## src/rtl/mc_pkg.sv

```systemverilog
// Shared encodings for the multi-cycle controller: states, opcodes, ALU source selects and ALUOp.
package mc_pkg;

  typedef logic [3:0] state_t;

  localparam state_t StFetch  = 4'd0;
  localparam state_t StDecode = 4'd1;
  localparam state_t StExecR  = 4'd2;
  localparam state_t StExecI  = 4'd3;
  localparam state_t StAddr   = 4'd4;
  localparam state_t StMemRd  = 4'd5;
  localparam state_t StMemWr  = 4'd6;
  localparam state_t StWbAlu  = 4'd7;
  localparam state_t StWbMem  = 4'd8;
  localparam state_t StBranch = 4'd9;
  localparam state_t StTrap   = 4'd10;

  localparam logic [6:0] OP_R      = 7'b0110011;
  localparam logic [6:0] OP_I      = 7'b0010011;
  localparam logic [6:0] OP_LOAD   = 7'b0000011;
  localparam logic [6:0] OP_STORE  = 7'b0100011;
  localparam logic [6:0] OP_BRANCH = 7'b1100011;

  localparam logic [2:0] F3_BEQ = 3'b000;
  localparam logic [2:0] F3_BNE = 3'b001;

  localparam logic [1:0] SRC_A_PC    = 2'd0;
  localparam logic [1:0] SRC_A_RS1   = 2'd1;
  localparam logic [1:0] SRC_A_OLDPC = 2'd2;

  localparam logic [1:0] SRC_B_RS2  = 2'd0;
  localparam logic [1:0] SRC_B_FOUR = 2'd1;
  localparam logic [1:0] SRC_B_IMM  = 2'd2;

  localparam logic [1:0] ALUOP_ADD    = 2'b00;
  localparam logic [1:0] ALUOP_BRANCH = 2'b01;
  localparam logic [1:0] ALUOP_FUNCT  = 2'b10;

endpackage

```

## src/rtl/mem_wait_timer.sv

```systemverilog
// Counts wait cycles of an outstanding memory request and flags the cycle on which the
// request runs out of budget.
module mem_wait_timer #(
  parameter int unsigned MEM_TIMEOUT = 16
) (
  input  logic clk,
  input  logic rst,
  input  logic clr,
  input  logic req,
  input  logic ready,
  output logic expire
);

  localparam int unsigned CntW = $clog2(MEM_TIMEOUT + 1);
  // The cycle whose increment would reach MEM_TIMEOUT-1 is the last one allowed to wait.
  localparam logic [CntW-1:0] Limit = CntW'(MEM_TIMEOUT - 2);

  logic [CntW-1:0] cnt_q, cnt_d;
  logic            waiting;

  assign waiting = req & ~ready;
  assign expire  = waiting & (cnt_q == Limit);

  always_comb begin
    cnt_d = cnt_q;
    if (clr) begin
      cnt_d = '0;
    end else if (waiting) begin
      cnt_d = cnt_q + CntW'(1);
    end
  end

  always_ff @(posedge clk or posedge rst) begin
    if (rst) begin
      cnt_q <= '0;
    end else begin
      cnt_q <= cnt_d;
    end
  end

endmodule

```

## src/rtl/multicycle_control.sv

```systemverilog
// Multi-cycle RV64 controller: sequences fetch/decode/execute/memory/writeback over a shared
// datapath with a req/ready memory handshake, sticky traps and a retired-instruction counter.
module multicycle_control
  import mc_pkg::*;
#(
  parameter int unsigned OPCODE_WIDTH = 7,
  parameter int unsigned MEM_TIMEOUT  = 16,
  parameter bit          SUPPORT_BNE  = 1'b1,
  parameter int unsigned CNT_WIDTH    = 32
) (
  input  logic                    clk,
  input  logic                    rst,
  input  logic [OPCODE_WIDTH-1:0] opcode,
  input  logic [2:0]              funct3,
  input  logic                    zero,
  input  logic                    mem_ready,
  output logic                    mem_req,
  output logic                    mem_we,
  output logic                    mem_addr_sel,
  output logic                    ir_write,
  output logic                    pc_write,
  output logic                    pc_src,
  output logic [1:0]              alu_src_a,
  output logic [1:0]              alu_src_b,
  output logic [1:0]              alu_op,
  output logic                    reg_write,
  output logic                    mem_to_reg,
  output logic                    illegal,
  output logic                    timeout,
  output logic [3:0]              state_o,
  output logic [CNT_WIDTH-1:0]    instret
);

  state_t               state_q, state_d;
  logic                 illegal_q, timeout_q;
  logic [CNT_WIDTH-1:0] instret_q;
  logic                 set_illegal, retire, expire, timer_clr, branch_taken;

  assign branch_taken = ((funct3 == F3_BEQ) & zero) |
                        (SUPPORT_BNE & (funct3 == F3_BNE) & ~zero);

  // Wait count restarts whenever the state changes or a transfer completes.
  assign timer_clr = (state_d != state_q) | mem_ready;

  mem_wait_timer #(
    .MEM_TIMEOUT(MEM_TIMEOUT)
  ) u_mem_wait_timer (
    .clk   (clk),
    .rst   (rst),
    .clr   (timer_clr),
    .req   (mem_req),
    .ready (mem_ready),
    .expire(expire)
  );

  always_comb begin
    state_d     = state_q;
    set_illegal = 1'b0;
    retire      = 1'b0;
    case (state_q)
      StFetch: begin
        if (mem_ready) begin
          state_d = StDecode;
        end else if (expire) begin
          state_d = StTrap;
        end
      end
      StDecode: begin
        case (opcode)
          OPCODE_WIDTH'(OP_R):      state_d = StExecR;
          OPCODE_WIDTH'(OP_I):      state_d = StExecI;
          OPCODE_WIDTH'(OP_LOAD),
          OPCODE_WIDTH'(OP_STORE):  state_d = StAddr;
          OPCODE_WIDTH'(OP_BRANCH): state_d = StBranch;
          default: begin
            state_d     = StTrap;
            set_illegal = 1'b1;
          end
        endcase
      end
      StExecR, StExecI: state_d = StWbAlu;
      StAddr: state_d = (opcode == OPCODE_WIDTH'(OP_LOAD)) ? StMemRd : StMemWr;
      StMemRd: begin
        if (mem_ready) begin
          state_d = StWbMem;
        end else if (expire) begin
          state_d = StTrap;
        end
      end
      StMemWr: begin
        if (mem_ready) begin
          state_d = StFetch;
          retire  = 1'b1;
        end else if (expire) begin
          state_d = StTrap;
        end
      end
      StWbAlu, StWbMem, StBranch: begin
        state_d = StFetch;
        retire  = 1'b1;
      end
      StTrap:  state_d = StTrap;
      default: state_d = StFetch;
    endcase
  end

  // Outputs are forced low while reset is held so an in-flight request drops immediately.
  always_comb begin
    mem_req      = 1'b0;
    mem_we       = 1'b0;
    mem_addr_sel = 1'b0;
    ir_write     = 1'b0;
    pc_write     = 1'b0;
    pc_src       = 1'b0;
    alu_src_a    = SRC_A_PC;
    alu_src_b    = SRC_B_RS2;
    alu_op       = ALUOP_ADD;
    reg_write    = 1'b0;
    mem_to_reg   = 1'b0;
    if (!rst) begin
      case (state_q)
        StFetch: begin
          mem_req   = 1'b1;
          alu_src_a = SRC_A_PC;
          alu_src_b = SRC_B_FOUR;
          alu_op    = ALUOP_ADD;
          if (mem_ready) begin
            ir_write = 1'b1;
            pc_write = 1'b1;
            pc_src   = 1'b0;
          end
        end
        StDecode: begin
          alu_src_a = SRC_A_OLDPC;
          alu_src_b = SRC_B_IMM;
          alu_op    = ALUOP_ADD;
        end
        StExecR: begin
          alu_src_a = SRC_A_RS1;
          alu_src_b = SRC_B_RS2;
          alu_op    = ALUOP_FUNCT;
        end
        StExecI: begin
          alu_src_a = SRC_A_RS1;
          alu_src_b = SRC_B_IMM;
          alu_op    = ALUOP_FUNCT;
        end
        StAddr: begin
          alu_src_a = SRC_A_RS1;
          alu_src_b = SRC_B_IMM;
          alu_op    = ALUOP_ADD;
        end
        StMemRd: begin
          mem_req      = 1'b1;
          mem_addr_sel = 1'b1;
        end
        StMemWr: begin
          mem_req      = 1'b1;
          mem_we       = 1'b1;
          mem_addr_sel = 1'b1;
        end
        StWbAlu: begin
          reg_write  = 1'b1;
          mem_to_reg = 1'b0;
        end
        StWbMem: begin
          reg_write  = 1'b1;
          mem_to_reg = 1'b1;
        end
        StBranch: begin
          alu_src_a = SRC_A_RS1;
          alu_src_b = SRC_B_RS2;
          alu_op    = ALUOP_BRANCH;
          pc_src    = 1'b1;
          pc_write  = branch_taken;
        end
        default: ;
      endcase
    end
  end

  always_ff @(posedge clk or posedge rst) begin
    if (rst) begin
      state_q   <= StFetch;
      illegal_q <= 1'b0;
      timeout_q <= 1'b0;
      instret_q <= '0;
    end else begin
      state_q <= state_d;
      if (set_illegal) begin
        illegal_q <= 1'b1;
      end
      if (expire) begin
        timeout_q <= 1'b1;
      end
      if (retire) begin
        instret_q <= instret_q + CNT_WIDTH'(1);
      end
    end
  end

  assign illegal = illegal_q;
  assign timeout = timeout_q;
  assign state_o = state_q;
  assign instret = instret_q;

endmodule

```

## config.mk

```make
export PLATFORM = sky130hd
export DESIGN_NAME = multicycle_control
export DESIGN_NICKNAME = d
export VERILOG_FILES = /design/src/rtl/mc_pkg.sv /design/src/rtl/mem_wait_timer.sv /design/src/rtl/multicycle_control.sv
export SDC_FILE = /design/constraint.sdc
export NUM_CORES = 1
export LEC_CHECK = 0
export CAP_MARGIN = 0
export CELL_PAD_IN_SITES_DETAIL_PLACEMENT = 1
export CELL_PAD_IN_SITES_GLOBAL_PLACEMENT = 2
export CORE_MARGIN = 10
export CORE_UTILIZATION = 38
export CTS_CLUSTER_SIZE = 28
export DETAILED_ROUTE_END_ITERATION = 10
export DONT_BUFFER_PORTS = 1
export GPL_ROUTABILITY_DRIVEN = 0
export PLACE_DENSITY = 0.86
export SKIP_CTS_REPAIR_TIMING = 1
export SYNTH_ARGS = -nofsm -noshare
export SYNTH_HDL_FRONTEND = slang
export SYNTH_SLANG_ARGS = --single-unit
export TNS_END_PERCENT = 1
```

## constraint.sdc

```tcl
create_clock -name clk -period 2.8 [get_ports clk]
set_clock_uncertainty 0.2 [all_clocks]
set_input_delay 0.28 -clock clk [delete_from_list [all_inputs] [get_ports clk]]
set_output_delay 0.28 -clock clk [all_outputs]
set_load 0.1 [all_outputs]
```

==> out/metrics.yaml, run 1 <==
grt-ovfl-total: 0
start_util_pct: 39.77
synth_cell_types: 56
yosysSeqAreaShare_pct: 41.89
core_sq_mm: 0.006459
synthTopCellsByArea: "dfrtp_1, xnor2_1, xor2_1"
rsz0062_at_grt: "no"
slew_headroom_pct: 38.15
dr.pass1.iters: 4
setup_ws_ps: 146.6
synth_top_area_share_pct: 41.89
drc_errors: 0
synth-seq-cells: 43
async_reset_ff_share_pct: 100.0
routedWlPerCell_um: 18.19
final_cell_mix: "buf_4, dfrtp_1, nor2_1, xnor2_1, xor2_1"
layout-drive-gt1-share_pct: 28.21
synth_ff_type: "dfrtp_1"
pre_cts_slack_ps: 353.5
fp-row-count: 29
period_needed_ps: 2653
wirelength_mm: 7.205
synth_edf_count: 0
cts_tree: "done"
nNetsFinal: 335
drt-initial-drc-count: 109
hold_violations: 0
cts_buffers: 5
layout_commonest_cell: "buf_4"
crit_path_top_delay_cell: "dfrtp_2"
dp_cells: 387
fin_cells: 396
power_density_mw_per_mm2: 1049
cp_max_fo: 20
port_buffers: 0
hold_start: "mem_ready"
p_leak_nw: 1.455
crit_family: "simple AND/OR/NAND/NOR gates"
crit_path_max_incr_delay_ps: 610
viasPerCell: 5.513
die-width_um: 102.2
path_clk_slew_ps: 80
hold_depth: 3
critPathKind: "reg -> out"
htree_num_levels: 2
whs_endpoint: "state_o[2]$_DFF_PP0_"
clock_path_buffers: 2
cts-root-buf: "clkbuf_8"
crit_top_cell: "a21oi_1"
hp-class: "in -> reg"
fin_area_sq_mm: 0.003244
path_buf_inv: 1
r2r_start: "state_o[3]$_DFF_PP0_"
post-route-period-util_pct: 94.77
required_ps: 2320
max_cap_violations: 0
pin_count: 66
grt_use_total_pct: 13.83
status: "completed"
reg2reg_setup_slack_ps: 350
dpl.hpwl_mm: 5.642
startpoint_type: "register"
grt_pass1_vias: 2304
antenna_found_initial: 0
reg2reg_depth: 5
nFillCells: 749
via_count: 2183
cp-end-kind: "output pin"
postSynthAreaPerCell_sq_um: 9.549
num_antenna_cells: 0
synth.largest_area_cell: "dfrtp_1"
yosysWarnings: 0
cts.sinks: 43
ant_nets: 0
netlist_instances: 269
die_h_um: 102.2
syn-num-nets: 286
placed_cell_area_sq_mm: 0.003134
r2r-end: "instret[31]$_DFFE_PP0P_"
crit_arrival_ps: 2170
setup_violations: 0
grt_pass1_wl_mm: 11.72
grt_max_degree: 27
ir_worst_vdd_mv: 0.7846
die_area_sq_mm: 0.01045
fmax_ghz: 0.3769
syn_area_sq_mm: 0.002569
clk_latency_ps: 290
path_cells: "nor2b_1 -> nand2_1 -> a21oi_1 -> a21oi_1 -> nor2_2 -> buf_12"
slew_viol_final: 0
worstMarginPinSlew_ps: 927.8
syn2layout_area_growth_pct: 26.30
-- area by class of cell --
| cell class | instances | area, sq um | share of cell area, % |
|---|---|---|---|
| clock buffer | 8 | 100.1 | 3.085 |
| inverter | 12 | 45.04 | 1.388 |
| multi-input combinational | 202 | 1478 | 45.55 |
| sequential | 43 | 1080 | 33.28 |
| tap | 77 | 96.34 | 2.970 |
| timing repair buffer | 54 | 445.4 | 13.73 |
-- worst max-delay path by stage --
| stage | from | endpoint | slack, ps | cells past startpoint |
|---|---|---|---|---|
| after floorplan | state_o[0]$_DFF_PP0_ | pc_write | -380 | 5 |
| after global placement | state_o[3]$_DFF_PP0_ | u_mem_wait_timer.cnt_q[0]$_DFFE_PP0P_ | 400 | 5 |
| after detailed placement | state_o[3]$_DFF_PP0_ | instret[31]$_DFFE_PP0P_ | 350 | 5 |
| after CTS | state_o[0]$_DFF_PP0_ | alu_src_a[0] | 130 | 6 |
| after global routing | state_o[0]$_DFF_PP0_ | alu_src_a[0] | 10 | 6 |
| final | state_o[0]$_DFF_PP0_ | alu_src_a[0] | 150 | 6 |
-- through the flow --
stage,util [%],hold slack (ps),setup TNS (ps),power (mW)
6_report,50.23,61.22,0,3.404
4_1_cts,50.08,-320.5,0,3.437
3_3_place_gp,48.53,3.557,0,2.962
2_1_floorplan,-,335.7,-2165,2.525
5_1_grt,50.23,74.79,0,3.571
3_5_place_dp,48.53,6.153,0,2.994
-- power breakdown --
part | switching, mW | internal [mW] | total, mW
combinational | 1.47 | 0.559 | 2.03
clock | 0.207 | 0.225 | 0.433
sequential | 0.240 | 0.699 | 0.939
total | 1.92 | 1.48 | 3.40
-- cell usage after synthesis (all sizes together), types with 5 or more instances --
library cell and number:
a21oi 10, and2 5, and3 5, buf 7, clkbuf 5, dfrtp 43, inv 12, nand2 18
nand2b 6, nand3 13, nand4 12, nor2 21, nor3 18, o21ai 5, xnor2 19, xor2 18
-- cells by family after synthesis --
family	share of synthesized area, %
AOI/OAI and AO/OA	13.40
xor gates and xnor gates	12.62
adders and majority gates	1.461
buffers and inverters	4.334
DFF	41.89
muxes	0.4384
and+or+nand+nor	25.87
-- worst reg2reg max path, cell delays in order, from the launching register on --
cell      delay, ps
dfrtp_1         630
nand2b_1        290
o22ai_2         440
nand4_2         280
nor4_1          350
xor2_1          110
-- sequential cells by signal, summed over array words and instances (netlist names) --
signal,cells
timeout,1
instret,32
state_o,4
illegal,1
u_mem_wait_timer.cnt_q,5
-- per-layer routing --
metal  GRT usage (%)  share of wire (%)
met1           17.23                 44
met2           22.42                 48
met3           4.184                6.3
met4           4.447                1.3
met5               0                  0
(Power assumes the default switching activity.)
==> inputs of run 2 (changes only) <==
--- a/config.mk
+++ b/config.mk
@@ -5,11 +5,12 @@
 export SDC_FILE = /design/constraint.sdc
 export NUM_CORES = 1
 export LEC_CHECK = 0
+export ABC_AREA = 1
 export CAP_MARGIN = 0
 export CELL_PAD_IN_SITES_DETAIL_PLACEMENT = 1
 export CELL_PAD_IN_SITES_GLOBAL_PLACEMENT = 2
 export CORE_MARGIN = 10
-export CORE_UTILIZATION = 38
+export CORE_UTILIZATION = 36
 export CTS_CLUSTER_SIZE = 28
 export DETAILED_ROUTE_END_ITERATION = 10
 export DONT_BUFFER_PORTS = 1
==> out/metrics.yaml, run 2 <==
p_leak_nw: 1.650  # was 1.455 nW
seq_power_share_pct: 25.3  # was 27.6%
crit_arrival_ps: 1910  # was 2170 ps
path_cells: "dlygate4sd3_1 -> inv_2 -> buf_4 -> nand2_1 -> inv_1 -> a31o_2 -> buf_12"  # was nor2b_1 -> nand2_1 -> a21oi_1 -> a21oi_1 -> nor2_2 -> buf_12
rsz0062_at_grt: "no"  # unchanged
num_antenna_cells: 0  # unchanged
syn-num-nets: 340  # was 286
cp-end-kind: "output pin"  # unchanged
grt_use_total_pct: 13.40  # was 13.83%
postSynthAreaPerCell_sq_um: 8.127  # was 9.549 sq um
layout_commonest_cell: "nand2_1"  # was buf_4
utilization_pct: 46.87  # was 50.23%
critPathKind: "in -> out"  # was reg -> out
syn_area_sq_mm: 0.002625  # was 0.002569 sq mm
max_cap_violations: 0  # unchanged
status: "completed"  # unchanged
startpoint_type: "primary input"  # was register
die_h_um: 105.4  # was 102.2 um
wirelength_mm: 7.113  # was 7.205 mm
yosysSeqAreaShare_pct: 40.99  # was 41.89%
synth_cell_types: 35  # was 56
yosysWarnings: 0  # unchanged
via_count: 2267  # was 2183
hold_violations: 0  # unchanged
grt_pass1_vias: 2449  # was 2304
synthTopCellsByCount: "nand2_1, nor2_1, dfrtp_1"  # was dfrtp_1, nor2_1, xnor2_1
pin_count: 66  # unchanged
cp_max_fo: 19  # was 20
cts_tree: "done"  # unchanged
layout-drive-gt1-share_pct: 28.95  # was 28.21%
viasPerCell: 4.733  # was 5.513
crit_path_top_delay_cell: "dlygate4sd3_1"  # was dfrtp_2
slew_viol_final: 0  # unchanged
syn2layout_area_growth_pct: 28.12  # was 26.30%
swShare_pct: 57.66  # was 56.42%
ir_worst_vdd_mv: 0.6069  # was 0.7846 mV
crit_path_max_incr_delay_ps: 570  # was 610 ps
synthTopCellsByArea: "dfrtp_1, nand2_1, xor2_1"  # was dfrtp_1, xnor2_1, xor2_1
dr.pass1.iters: 4  # unchanged
path_clk_slew_ps: 80  # about the same
antenna_found_initial: 0  # unchanged
dpl.hpwl_mm: 5.982  # was 5.642 mm
drc_errors: 0  # unchanged
synth.largest_area_cell: "dfrtp_1"  # unchanged
synth_edf_count: 0  # unchanged
ant_nets: 0  # unchanged
power.internal_mw: 1.362  # was 1.483 mW
cts_buffers: 5  # unchanged
clock_path_buffers: 2  # unchanged
grt-ovfl-total: 0  # unchanged
synth_most_common_cell: "nand2_1"  # was dfrtp_1
synth_top_area_share_pct: 40.99  # was 41.89%
power_mw: 3.216  # was 3.404 mW
async_reset_ff_share_pct: 100.0  # unchanged
final_cell_mix: "nand2_1, dfrtp_1, buf_4"  # was buf_4, dfrtp_1, nor2_1, xnor2_1, xor2_1
power_density_mw_per_mm2: 956.1  # was 1049 mW/mm^2
cts-root-buf: "clkbuf_8"  # unchanged
port_buffers: 0  # unchanged
required_ps: 2320  # about the same
routedWlPerCell_um: 14.85  # was 18.19 um
largest_reg_flops: 32  # unchanged
period_needed_ps: 2386  # was 2653 ps
die-width_um: 105.4  # was 102.2 um
grt_max_degree: 22  # was 27
hp-class: "in -> reg"  # unchanged
slew_headroom_pct: 36.69  # was 38.15%
setup_violations: 0  # unchanged
fp-row-count: 31  # was 29
synth_ff_type: "dfrtp_1"  # unchanged
core_sq_mm: 0.007176  # was 0.006459 sq mm
drt-initial-drc-count: 68  # was 109
cts.sinks: 43  # unchanged
setup_ws_ps: 413.6  # was 146.6 ps
post-route-period-util_pct: 85.23  # was 94.77%
hold_ws_ps: 11.73  # was 61.22 ps
nNetsFinal: 396  # was 335
netlist_instances: 323  # was 269
htree_num_levels: 2  # unchanged
die_area_sq_mm: 0.01111  # was 0.01045 sq mm
pre_cts_slack_ps: 497.2  # was 353.5 ps
worstMarginPinSlew_ps: 949.6  # was 927.8 ps
start_util_pct: 36.58  # was 39.77%
combinationalPowerShare_pct: 62.4  # was 59.7%
power_frac_clock_pct: 12.3  # was 12.7%
clk_latency_ps: 300  # was 290 ps
synth-seq-cells: 43  # unchanged
fmax_ghz: 0.4190  # was 0.3769 GHz
power.switching_mw: 1.854  # was 1.920 mW
grt_pass1_wl_mm: 12.39  # was 11.72 mm
run 2: area by class of cell:
class                           instances  area, sq um
Multi-Input combinational cell        225         1378
Fill cell                             875         3812
Sequential cell                        43         1076
Inverter                               52        195.2
Timing Repair Buffer                   52        505.5
Clock inverter                          2        12.51
Tap cell                               99        123.9
Clock buffer                            6        72.57
run 2: cells by family after synthesis:
kind of cell / Yosys count / synth area share (%)
adders and majority gates: 3 / 1.430
DFF: 43 / 40.99
AOI/OAI and AO/OA: 16 / 3.575
and+or+nand+nor: 171 / 34.37
xor gates and xnor gates: 35 / 11.68
buffers and inverters: 55 / 7.960
run 2: worst max-delay path, delay by kind of cell:
| family | cells | cell delay, ps |
|---|---|---|
| buffers and inverters | 5 | 1340 |
| AO/OA/AOI/OAI | 1 | 170 |
| AND/OR/NAND/NOR | 1 | 110 |
run 2: power groups by stage:
stage | sequential, mW | combinational, mW | clock [mW]
2_1_floorplan | 1.36 | 1.01 | 0
3_3_place_gp | 0.822 | 2.01 | 0
3_5_place_dp | 0.824 | 2.03 | 0
4_1_cts | 0.814 | 2.03 | 0.408
5_1_grt | 0.832 | 2.15 | 0.433
6_report | 0.813 | 2.01 | 0.396
run 2: worst paths after layout:
| kind | slack [ps] | to | startpoint | depth (start not counted) |
|---|---|---|---|---|
| max | 410 | pc_write | rst | 7 |
| max in group asynchronous | 1680 | u_mem_wait_timer.cnt_q[4]$_DFFE_PP0P_ | rst | 3 |
| min in group asynchronous | 180 | illegal$_DFFE_PP0P_ | rst | 2 |
| max reg2reg | 510 | instret[25]$_DFFE_PP0P_ | instret[1]$_DFFE_PP0P_ | 11 |
| min reg2reg | 280 | instret[29]$_DFFE_PP0P_ | instret[29]$_DFFE_PP0P_ | 1 |
| min | 10 | state_o[3]$_DFF_PP0_ | mem_ready | 4 |
run 2: metal layers:
metal / wire length, um / global-route usage [%] / part of all wire, %
met5: 0 / 0 / 0
met4: 78 / 3.529 / 1.1
met3: 579 / 5.177 / 8.1
met2: 3403 / 22.04 / 48
met1: 3052 / 15.99 / 43
run 2: through the flow:
step,instance area [sq um],setup TNS [ps],cells
after floorplan,2646,-2231,323
after global placement,3268,0,470
after detailed placement,3268,0,470
after CTS,3353,0,478
after global routing,3363,0,479
final,3363,0,479
==> inputs of run 3 (changes only) <==
--- a/config.mk
+++ b/config.mk
@@ -11,11 +11,11 @@
 export CELL_PAD_IN_SITES_GLOBAL_PLACEMENT = 2
 export CORE_MARGIN = 10
 export CORE_UTILIZATION = 36
-export CTS_CLUSTER_SIZE = 28
+export CTS_CLUSTER_SIZE = 20
 export DETAILED_ROUTE_END_ITERATION = 10
 export DONT_BUFFER_PORTS = 1
 export GPL_ROUTABILITY_DRIVEN = 0
-export PLACE_DENSITY = 0.86
+export PLACE_DENSITY_LB_ADDON = 0.1
 export SKIP_CTS_REPAIR_TIMING = 1
 export SYNTH_ARGS = -nofsm -noshare
 export SYNTH_HDL_FRONTEND = slang
==> out/metrics.yaml, run 3 (synthesis gave the netlist of run 2 again) <==
antenna_found_initial: 0  # unchanged
layout_commonest_cell: "nand2_1"  # unchanged
dp_cells: 470  # unchanged
rsz0062_at_grt: "no"  # unchanged
crit_path_max_incr_delay_ps: 360  # was 570 ps
max_cap_violations: 0  # unchanged
cp-end-kind: "register"  # was output pin
drc_errors: 0  # unchanged
die-width_um: 105.4  # unchanged
power_frac_clock_pct: 15.0  # was 12.3%
grt_pass1_vias: 2437  # was 2449
placed_cell_area_sq_mm: 0.003268  # unchanged
fin_cells: 479  # unchanged
utilization_pct: 47.25  # was 46.87%
die_area_sq_mm: 0.01111  # unchanged
swShare_pct: 56.59  # was 57.66%
slew_headroom_pct: 35.24  # was 36.69%
start_util_pct: 36.58  # unchanged
hold_violations: 0  # unchanged
port_buffers: 0  # unchanged
whs_endpoint: "state_o[3]$_DFF_PP0_"  # unchanged
startpoint_type: "register"  # was primary input
pre_cts_slack_ps: 480.6  # was 497.2 ps
path_cells: "buf_4 -> inv_1 -> nor2_2 -> inv_1 -> nor2_1 -> nand2_1 -> nor2_2 -> nand4_4 -> nor2_4 -> nand3_1 -> xnor2_1"  # was dlygate4sd3_1 -> inv_2 -> buf_4 -> nand2_1 -> inv_1 -> a31o_2 -> buf_12
power.internal_mw: 1.453  # was 1.362 mW
grt_pass1_wl_mm: 12.35  # was 12.39 mm
crit_path_top_delay_cell: "dfrtp_1"  # was dlygate4sd3_1
seqCellArea_sq_mm: 0.001076  # unchanged
status: "completed"  # unchanged
power.switching_mw: 1.893  # was 1.854 mW
setup_violations: 0  # unchanged
path_clk_slew_ps: 90  # was 80 ps
nFillCells: 869  # was 875
cp_max_fo: 3  # was 19
cts.sinks: 43  # unchanged
hp-class: "in -> reg"  # unchanged
cts-root-buf: "clkbuf_8"  # unchanged
p_leak_nw: 1.667  # was 1.650 nW
wirelength_mm: 7.245  # was 7.113 mm
required_ps: 2750  # was 2320 ps
layout-drive-gt1-share_pct: 29.21  # was 28.95%
nNetsFinal: 396  # unchanged
grt-ovfl-total: 0  # unchanged
slew_viol_final: 0  # unchanged
worstMarginPinSlew_ps: 971.4  # was 949.6 ps
grt_use_total_pct: 13.25  # was 13.40%
cts_buffers: 5  # unchanged
multi_input_area_sq_mm: 0.001378  # unchanged
post-route-period-util_pct: 82.74  # was 85.23%
reg2reg_depth: 11  # unchanged
crit_arrival_ps: 2260  # was 1910 ps
core_sq_mm: 0.007176  # unchanged
dpl.hpwl_mm: 5.885  # was 5.982 mm
fmax_ghz: 0.4316  # was 0.4190 GHz
reg2reg_setup_slack_ps: 480  # was 510 ps
combinationalPowerShare_pct: 60.7  # was 62.4%
final_cell_mix: "nand2_1, dfrtp_1, buf_4"  # unchanged
ant_nets: 0  # unchanged
cts_tree: "done"  # unchanged
htree_num_levels: 2  # unchanged
routedWlPerCell_um: 15.13  # was 14.85 um
clock_path_buffers: 2  # unchanged
r2r-end: "instret[31]$_DFFE_PP0P_"  # was instret[25]$_DFFE_PP0P_
num_antenna_cells: 0  # unchanged
period_needed_ps: 2317  # was 2386 ps
fin_area_sq_mm: 0.003391  # was 0.003363 sq mm
pin_count: 66  # unchanged
drt-initial-drc-count: 56  # was 68
viasPerCell: 4.697  # was 4.733
syn2layout_area_growth_pct: 29.17  # was 28.12%
die_h_um: 105.4  # unchanged
ir_worst_vdd_mv: 0.7997  # was 0.6069 mV
fp-row-count: 31  # unchanged
hold_ws_ps: 10.91  # was 11.73 ps
setup_ws_ps: 483.3  # was 413.6 ps
seq_power_share_pct: 24.3  # was 25.3%
hold_depth: 4  # unchanged
dr.pass1.iters: 4  # unchanged
via_count: 2250  # was 2267
power_density_mw_per_mm2: 986.9  # was 956.1 mW/mm^2
critPathKind: "reg -> reg"  # was in -> out
r2r_start: "instret[1]$_DFFE_PP0P_"  # unchanged
clk_latency_ps: 310  # was 300 ps
largest_reg_flops: 32  # unchanged
hold_start: "mem_ready"  # unchanged
grt_max_degree: 24  # was 22
## run 3: changes by cell type in the layout (fill, tap and decap cells not counted), sizes merged
cell / previous run / this run
clkbuf: 6 / 5
clkinv: 2 / 3
clkinvlp: 1 / 0
bufinv: 0 / 1
## run 3: power groups by stage
stage                     sequential (mW)  clock, mW  combinational, mW
after global routing                0.830      0.542               2.17
after global placement              0.823          0               2.03
final                               0.813      0.502               2.03
after floorplan                      1.36          0               1.01
after detailed placement            0.823          0               2.04
after CTS                           0.814      0.517               2.05
## run 3: metrics by stage
step,power [mW],TNS [ps]
floorplan,2.368,-2231
global placement,2.851,0
detailed placement,2.867,0
CTS,3.384,0
global route,3.543,0
finish,3.346,0
## run 3: how the worst max path moves through the flow
stage	startpoint	endpoint	slack, ps	cells after the start
final	instret[1]$_DFFE_PP0P_	instret[31]$_DFFE_PP0P_	480	11
after global routing	instret[1]$_DFFE_PP0P_	instret[31]$_DFFE_PP0P_	230	11
after detailed placement	instret[1]$_DFFE_PP0P_	instret[31]$_DFFE_PP0P_	480	11
after floorplan	state_o[3]$_DFF_PP0_	pc_write	-450	5
after CTS	instret[1]$_DFFE_PP0P_	instret[31]$_DFFE_PP0P_	450	11
after global placement	instret[1]$_DFFE_PP0P_	instret[31]$_DFFE_PP0P_	570	11
## run 3: area by class of cell
cell class	count	share of cell area, %
repair buffers	52	14.91
well taps	99	3.653
clock inverters	3	1.292
inverters	52	5.756
clock buffers	5	2.030
multi-input cells	225	40.63
flip-flops and latches	43	31.73
## run 3: routing by layer
metal  routed length, um  share of wire (%)  global-route usage (%)  vias up
met2                3350                 46                   20.76       53
met5                   0                  0                       0        -
met3                 625                8.6                   5.298        6
li1                    -                  -                       -     1123
met4                  55               0.76                   2.941        0
met1                3213                 44                   16.76     1068
## run 3: worst max-delay path, delay by kind of cell (launching register included)
kind          cells  cell delay, ps
flops             1             360
simple gates      7             990
buf+inv           3             470
xor+xnor          1             150
